[src/rtl/router7_grant_ctrl.sv]
// router7_grant_ctrl: grant controller for the three output merges of the
// 3-port router (parent P, children C1 and C2).
//
// Each output port has its own two-input round-robin arbiter. Once a grant is
// issued, the arbiter keeps it until the packet ends (packet lock). A watchdog
// releases the grant if its holder stops transferring for too long.
//
// Handshake: a requester raises its req bit and keeps it until it sees its
// grant. While the grant is held, a flit moves on every cycle where the port's
// xfer is 1. The grant is released after the edge that samples xfer & tail.
// Releases are registered, so there is always a one-cycle bubble with grant 00
// before the port can grant again. tail without xfer is ignored.
//
// Internal port index: 0 = P, 1 = C1, 2 = C2.
// dbg_busy[i] and dbg_ptr[i] show each arbiter's FSM state and priority
// pointer, so checkers can see them.
module router7_grant_ctrl #(
    parameter int TIMEOUT = 15
) (
    input  logic       CLK,
    input  logic       RESET,
    input  logic [1:0] C1_req,
    input  logic [1:0] C2_req,
    input  logic [1:0] P_req,
    input  logic       P_xfer,
    input  logic       C1_xfer,
    input  logic       C2_xfer,
    input  logic       P_tail,
    input  logic       C1_tail,
    input  logic       C2_tail,
    output logic [1:0] P_Grant,
    output logic [1:0] C1_Grant,
    output logic [1:0] C2_Grant,
    output logic [2:0] timeout_err,
    output logic [2:0] dbg_busy,
    output logic [2:0] dbg_ptr
);

    // Give the counter at least one bit so that TIMEOUT = 0 still elaborates.
    localparam int CW = (TIMEOUT > 0) ? $clog2(TIMEOUT + 1) : 1;
    // Releasing when the counter would step onto TIMEOUT keeps a stalled
    // grant up for exactly TIMEOUT cycles.
    localparam logic [CW-1:0] CNT_LAST = CW'((TIMEOUT > 0) ? TIMEOUT - 1 : 0);

    typedef enum logic {
        IDLE = 1'b0,
        BUSY = 1'b1
    } state_t;

    // If a requester sets both bits, keep only bit0.
    logic [1:0] c1_req_f, c2_req_f, p_req_f;
    assign c1_req_f = C1_req[0] ? 2'b01 : C1_req;
    assign c2_req_f = C2_req[0] ? 2'b01 : C2_req;
    assign p_req_f  = P_req[0]  ? 2'b01 : P_req;

    // Route the filtered requests to each port's In0/In1 inputs.
    logic [2:0] in0, in1, xfer, tail;
    assign in0  = {c1_req_f[0], c2_req_f[0], c1_req_f[1]};
    assign in1  = {p_req_f[1],  p_req_f[0],  c2_req_f[1]};
    assign xfer = {C2_xfer, C1_xfer, P_xfer};
    assign tail = {C2_tail, C1_tail, P_tail};

    logic [1:0] gnt [3];
    assign P_Grant  = gnt[0];
    assign C1_Grant = gnt[1];
    assign C2_Grant = gnt[2];

    for (genvar i = 0; i < 3; i++) begin : g_port
        state_t          state_q, state_d;
        logic [1:0]      gnt_q, gnt_d;
        logic            ptr_q, ptr_d;
        logic [CW-1:0]   cnt_q, cnt_d;
        logic            err_q, err_d;
        logic            wd_hit;

        // The stall limit is reached on this edge. The FSM only acts on it in BUSY.
        assign wd_hit = (TIMEOUT > 0) && (cnt_q == CNT_LAST) && !xfer[i];

        // Arbiter state register. Reset clears grants at once, without waiting for a clock edge.
        always_ff @(posedge CLK or posedge RESET) begin
            if (RESET) begin
                state_q <= IDLE;
                gnt_q   <= 2'b00;
                ptr_q   <= 1'b0;
                cnt_q   <= '0;
                err_q   <= 1'b0;
            end else begin
                state_q <= state_d;
                gnt_q   <= gnt_d;
                ptr_q   <= ptr_d;
                cnt_q   <= cnt_d;
                err_q   <= err_d;
            end
        end

        // Next state: arbitrate in IDLE, hold and watch for tail or stall in BUSY.
        always_comb begin
            state_d = state_q;
            gnt_d   = gnt_q;
            ptr_d   = ptr_q;
            cnt_d   = cnt_q;
            err_d   = err_q;
            case (state_q)
                IDLE: begin
                    cnt_d = '0;
                    if (in0[i] && in1[i]) begin
                        gnt_d   = ptr_q ? 2'b10 : 2'b01;
                        state_d = BUSY;
                    end else if (in0[i]) begin
                        gnt_d   = 2'b01;
                        state_d = BUSY;
                    end else if (in1[i]) begin
                        gnt_d   = 2'b10;
                        state_d = BUSY;
                    end
                end
                BUSY: begin
                    if (xfer[i] && tail[i]) begin
                        // A tail takes priority over a timeout on the same edge.
                        gnt_d   = 2'b00;
                        ptr_d   = gnt_q[0];
                        cnt_d   = '0;
                        state_d = IDLE;
                    end else if (wd_hit) begin
                        gnt_d   = 2'b00;
                        ptr_d   = gnt_q[0];
                        cnt_d   = '0;
                        err_d   = 1'b1;
                        state_d = IDLE;
                    end else if (xfer[i]) begin
                        cnt_d = '0;
                    end else if (TIMEOUT > 0) begin
                        cnt_d = cnt_q + 1'b1;
                    end
                end
                default: begin
                    state_d = IDLE;
                    gnt_d   = 2'b00;
                end
            endcase
        end

        assign gnt[i]         = gnt_q;
        assign timeout_err[i] = err_q;
        assign dbg_busy[i]    = (state_q == BUSY);
        assign dbg_ptr[i]     = ptr_q;
    end

endmodule

[config.mk]
export PLATFORM = sky130hd
export DESIGN_NAME = router7_grant_ctrl
export DESIGN_NICKNAME = d
export VERILOG_FILES = /design/src/rtl/router7_grant_ctrl.sv
export SDC_FILE = /design/constraint.sdc
export NUM_CORES = 1
export LEC_CHECK = 0
export BUFFER_PORTS_ARGS = -buffer_cell sky130_fd_sc_hd__buf_2
export CELL_PAD_IN_SITES_DETAIL_PLACEMENT = 0
export CELL_PAD_IN_SITES_GLOBAL_PLACEMENT = 2
export CORE_UTILIZATION = 33
export CTS_CLUSTER_SIZE = 24
export DETAILED_ROUTE_END_ITERATION = 8
export GPL_TIMING_DRIVEN = 0
export MAX_ROUTING_LAYER = met4
export PLACE_DENSITY_LB_ADDON = 0.1
export SYNTH_ARGS = -nofsm -noshare
export SYNTH_HDL_FRONTEND = slang
export SYNTH_SLANG_ARGS = --single-unit
[constraint.sdc]
create_clock -name CLK -period 1.7 [get_ports CLK]
set_input_delay 0.17 -clock CLK [delete_from_list [all_inputs] [get_ports CLK]]
set_output_delay 0.17 -clock CLK [all_outputs]
set_load 0.03 [all_outputs]
## Word-level counts from Yosys, hierarchy flattened

Cells that the tools add are included.

| storage, ports and cells | value |
|---|---|
| flip-flop bits (word level) | 27 |
| output and inout bits | 15 |
| logic and storage cells | 117 |

| operators by class | value |
|---|---|
| add/sub/neg operators | 3 |
| eq/ne operators | 9 |
| mux-type cells | 60 |
| bitwise operators | 6 |
| reductions and logical operators | 24 |

Operators by type and width:

| cell | count |
|---|---|
| $mux 2 | 21 |
| $mux 4 | 9 |
| $pmux 4 s2 | 3 |
| $mux 1 | 21 |
| $add 4x1->4 const B | 3 |
| $eq 4x4->1 const B | 3 |
| $ne 4x4->1 const B | 3 |
| $pmux 2 s2 | 3 |
| $reduce_and 2->1 | 6 |
| $logic_and 1x1->1 | 9 |
| $ne 3x1->1 const B | 3 |
| $reduce_and 3->1 | 3 |
| $not 1->1 | 6 |
| $pmux 1 s2 | 3 |
| $reduce_bool 2->1 | 3 |
| $logic_not 1->1 | 3 |

## Logic depth before layout (Yosys ltp)

| logic depth | value |
|---|---|
| word-level depth | 5 |
| gate-level depth with buffers | 5 |
| mapped depth without buffers | 5 |

## Worst setup path after synthesis

Ideal clock, no wire load.

| timing path | value |
|---|---|
| path type | reg2reg |
| start | reg g_port[1].cnt_q[0] |
| end | reg g_port[1].ptr_q |
| setup time | 0.128 ns |
| arrival time | 1.210 ns |
| setup slack | 0.363 ns |
| cell stages (with the launch flop) | 6 |
| path buffers | 0 |
| path through | dfrtp_1 inv_1 ha_1 nand4b_1 a21boi_2 mux2_1 |

| between the ends | value |
|---|---|
| cells in the longest elaborated chain, start to end | 4 |

Ends and longest elaborated chain:

| item | RTL line | text |
|---|---|---|
| start, declared | 72 | `logic [CW-1:0] cnt_q, cnt_d;` |
| start signal, assigned | 91 | `cnt_q <= cnt_d;` |
| $eq 4x4->1 | 77 | `assign wd_hit = (TIMEOUT > 0) && (cnt_q == CNT_LAST) && !xfer[i];` |
| $logic_and 1x1->1 | 77 |  |
| $reduce_bool 2->1 (no source line) | -- |  |
| $reduce_and 2->1 (no source line) | -- |  |
| end signal, assigned | 90 | `ptr_q <= ptr_d;` |
| end, declared | 71 | `logic ptr_q, ptr_d;` |

Every way passes these cells.
A chain may end at the register's enable or synchronous reset.

## Final worst setup path

| timing path | value |
|---|---|
| start | reg g_port[0].cnt_q[0] |
| end | reg g_port[0].ptr_q |

| between the ends | value |
|---|---|
| cells in the longest elaborated chain, start to end | 4 |

Ends and longest elaborated chain:

| item | RTL line |
|---|---|
| start, declared | 72 |
| start signal, assigned | 91 |
| $eq 4x4->1 | 77 |
| $logic_and 1x1->1 | 77 |
| $reduce_bool 2->1 (no source line) | -- |
| $reduce_and 2->1 (no source line) | -- |
| end signal, assigned | 90 |
| end, declared | 71 |

Every way passes these cells.

==> metrics.txt <==
final worst slack 251 ps; die width 65.5 µm; final wirelength 2.43 mm; class of the worst hold path primary input to register; fraction of the yosys area taken by sequential cells 50.7%; Final Hold Viols 0; most common cell in the synthesized netlist dfrtp_1; GP Congestion 0.706; first-pass GRT wire length 4.24 mm; Initial DRC Count 62; cell area after layout 1580 µm²; Root Buffer clkbuf_8; status completed; top cells by area, synth dfrtp_1 51%, ha_1 5.6%, buf_4 5.1%; routing usage on met3 3.82%; Max H-tree Level 1; WP data arrival 1620 ps; Slew @ Worst Pin 1030 ps; normalized max-slew margin 31.4%; Max-Cap Viols 0; kind of critical path register to register; grt met1 use 14.9%; Fillers 380; share of the synthesized area in the top cell type 50.7%; Slew Limit Fails 0; # setup viols final 0; DP HPWL 1.86 mm; area leader, netlist dfrtp_1; Synthesized Nets 146; Req. time, crit path 1870 ps; Pwr Density 1070 nW/µm²; starting density of the core 35.3%; Fin Clk Skew 11.4 ps; clock buffer count from CTS 3; Setup crit start kind register; CTS max path bufs 2; Critical Path End Type register; Post-synth EDFFs 0; num ports 29; number of global-route vias before repair 982; most used flip-flop cell after synthesis dfrtp_1; CTS resizes 0; antenna violations before repair 0; FF+latch count, synth 27; Buffers on Ports 28; largest net degree at the start of global routing 28; Max FO, Critical Path 4; Final Critical Period 1450 ps; core area 3770 µm²; Congestion Overflow GR 0; post-synthesis cell count 126; DRC viols 0; ys async rst share 100%; TritonCTS clock tree yes; Ys Warns 0; peak supply drop 541 µV; Cell Area, Synth 1330 µm²; GRT met2 Usage 23.3%; DIE AREA 4300 µm²; Via Count 996; RSZ-0062 raised after global routing no; hold buffers post-CTS 0; number of nets in the layout 179; busiest grt layer met2; synth-to-layout area growth 18.5%; post-CTS setup buffer count 0; Sinks on Clock Net 27; Die Y-Extent 65.5 µm; share of layout cells above drive strength 1 27.8%; fin crit share 85.2%; leakage 0.787 nW; Final ANT Viol Nets 0; achievable frequency 690 MHz; WL/cell 11.8 µm; ANT cells 0; top cells by count, synth 27 x dfrtp_1, 14 x nor2_1, 10 x inv_1; post-synth cell types 29; Worst Setup Slack post-DPL 242 ps; Area after DPL 1530 µm²; Clock Latency Late Sink 280 ps; row count 22; Clk pin slew, worst setup/hold paths 100 ps; syn avg cell area 10.6 µm²; DRT Pass-1 Iters 4; drt via density 4.83; Final TNS setup 0 ps; All-Layer GR Usage 13.3%
-- layout make-up --
class,count,area (µm²),share of cell area [%]
Inverter,10,37.5,2.38
Clock buffer,3,41.3,2.61
Clock inverter,1,5.00,0.317
Multi-Input combinational cell,80,552,34.9
Sequential cell,27,676,42.8
Buffer,9,67.6,4.28
Timing Repair Buffer,28,140,8.87
Tap cell,48,60.1,3.80
-- through the flow --
stage | total power [mW] | hold WS [ps] | util (%) | std cells
2_1_floorplan | 1.20 | 223 | - | 126
3_3_place_gp | 1.35 | 409 | 40.6 | 202
3_5_place_dp | 1.35 | 408 | 40.6 | 202
4_1_cts | 1.73 | 100 | 41.9 | 206
5_1_grt | 1.80 | 122 | 41.9 | 206
6_report | 1.70 | 108 | 41.9 | 206
-- state kept, by name (all words and copies together), names as in the netlist --
register / count
g_port.cnt_q: 12
g_port.err_q: 3
g_port.ptr_q: 3
g_port.state_q: 3
C1_Grant: 2
C2_Grant: 2
P_Grant: 2
-- logic make-up (layout without fill, tap and decap cells) --
| group | after synthesis | count (layout) | share of synthesized area (%) |
|---|---|---|---|
| AND/OR/NAND/NOR | 41 | 41 | 16.6 |
| flip-flops | 27 | 27 | 50.7 |
| multiplexers | 3 | 3 | 2.54 |
| adder cells (fa/ha/maj) | 6 | 6 | 5.63 |
| buffers and inverters | 19 | 51 | 7.89 |
| XOR/XNOR | 6 | 6 | 3.94 |
| AO/OA/AOI/OAI | 24 | 24 | 12.7 |
-- routing by layer --
layer	wire (µm)	vias to the layer above
met3	116	2
li1	-	487
met1	1030	485
met2	1280	22
met4	7	0
met5	0	-
-- cells in the final DEF (no fill, tap or decap), types with 3 or more instances in the layout --
cell type,synthesis,final
nand2b_1,6,6
nand3b_1,4,4
nor2_1,14,14
buf_4,9,9
xnor2_1,3,3
o21ai_0,3,3
dfrtp_1,27,27
xor2_1,3,3
clkbuf_8,0,3
nand2_1,3,3
buf_2,0,28
ha_1,6,6
a21oi_1,4,4
mux2_1,3,3
nand3_1,8,8
a31oi_1,4,4
inv_1,10,10
-- critical path, cell delays in order, from the launching register on --
cell and delay, ps:
dfrtp_1 420, inv_1 70, ha_1 180, nand4b_2 150, a21oi_2 190, mux2_1 340
-- worst paths after layout --
| check | start | endpoint | slack [ps] | depth (start not counted) |
|---|---|---|---|---|
| max | g_port[0].cnt_q[0]$_DFF_PP0_ | g_port[0].ptr_q$_DFFE_PP0P_ | 250 | 5 |
| min | C2_xfer | g_port[2].err_q$_DFFE_PP0P_ | 110 | 2 |
| max reg2reg | g_port[0].cnt_q[0]$_DFF_PP0_ | g_port[0].ptr_q$_DFFE_PP0P_ | 250 | 5 |
| min reg2reg | g_port[0].err_q$_DFFE_PP0P_ | g_port[0].err_q$_DFFE_PP0P_ | 470 | 2 |
| max in group asynchronous | RESET | g_port[2].ptr_q$_DFFE_PP0P_ | 940 | 2 |
| min in group asynchronous | RESET | P_Grant[0]$_DFFE_PP0P_ | 120 | 2 |
-- power by group --
group,internal [mW],switching (mW),total (mW)
registers,0.737,0.0919,0.829
clock network,0.164,0.203,0.368
logic,0.195,0.306,0.500
total,1.10,0.601,1.70
Power figures use the tool's default switching activity.
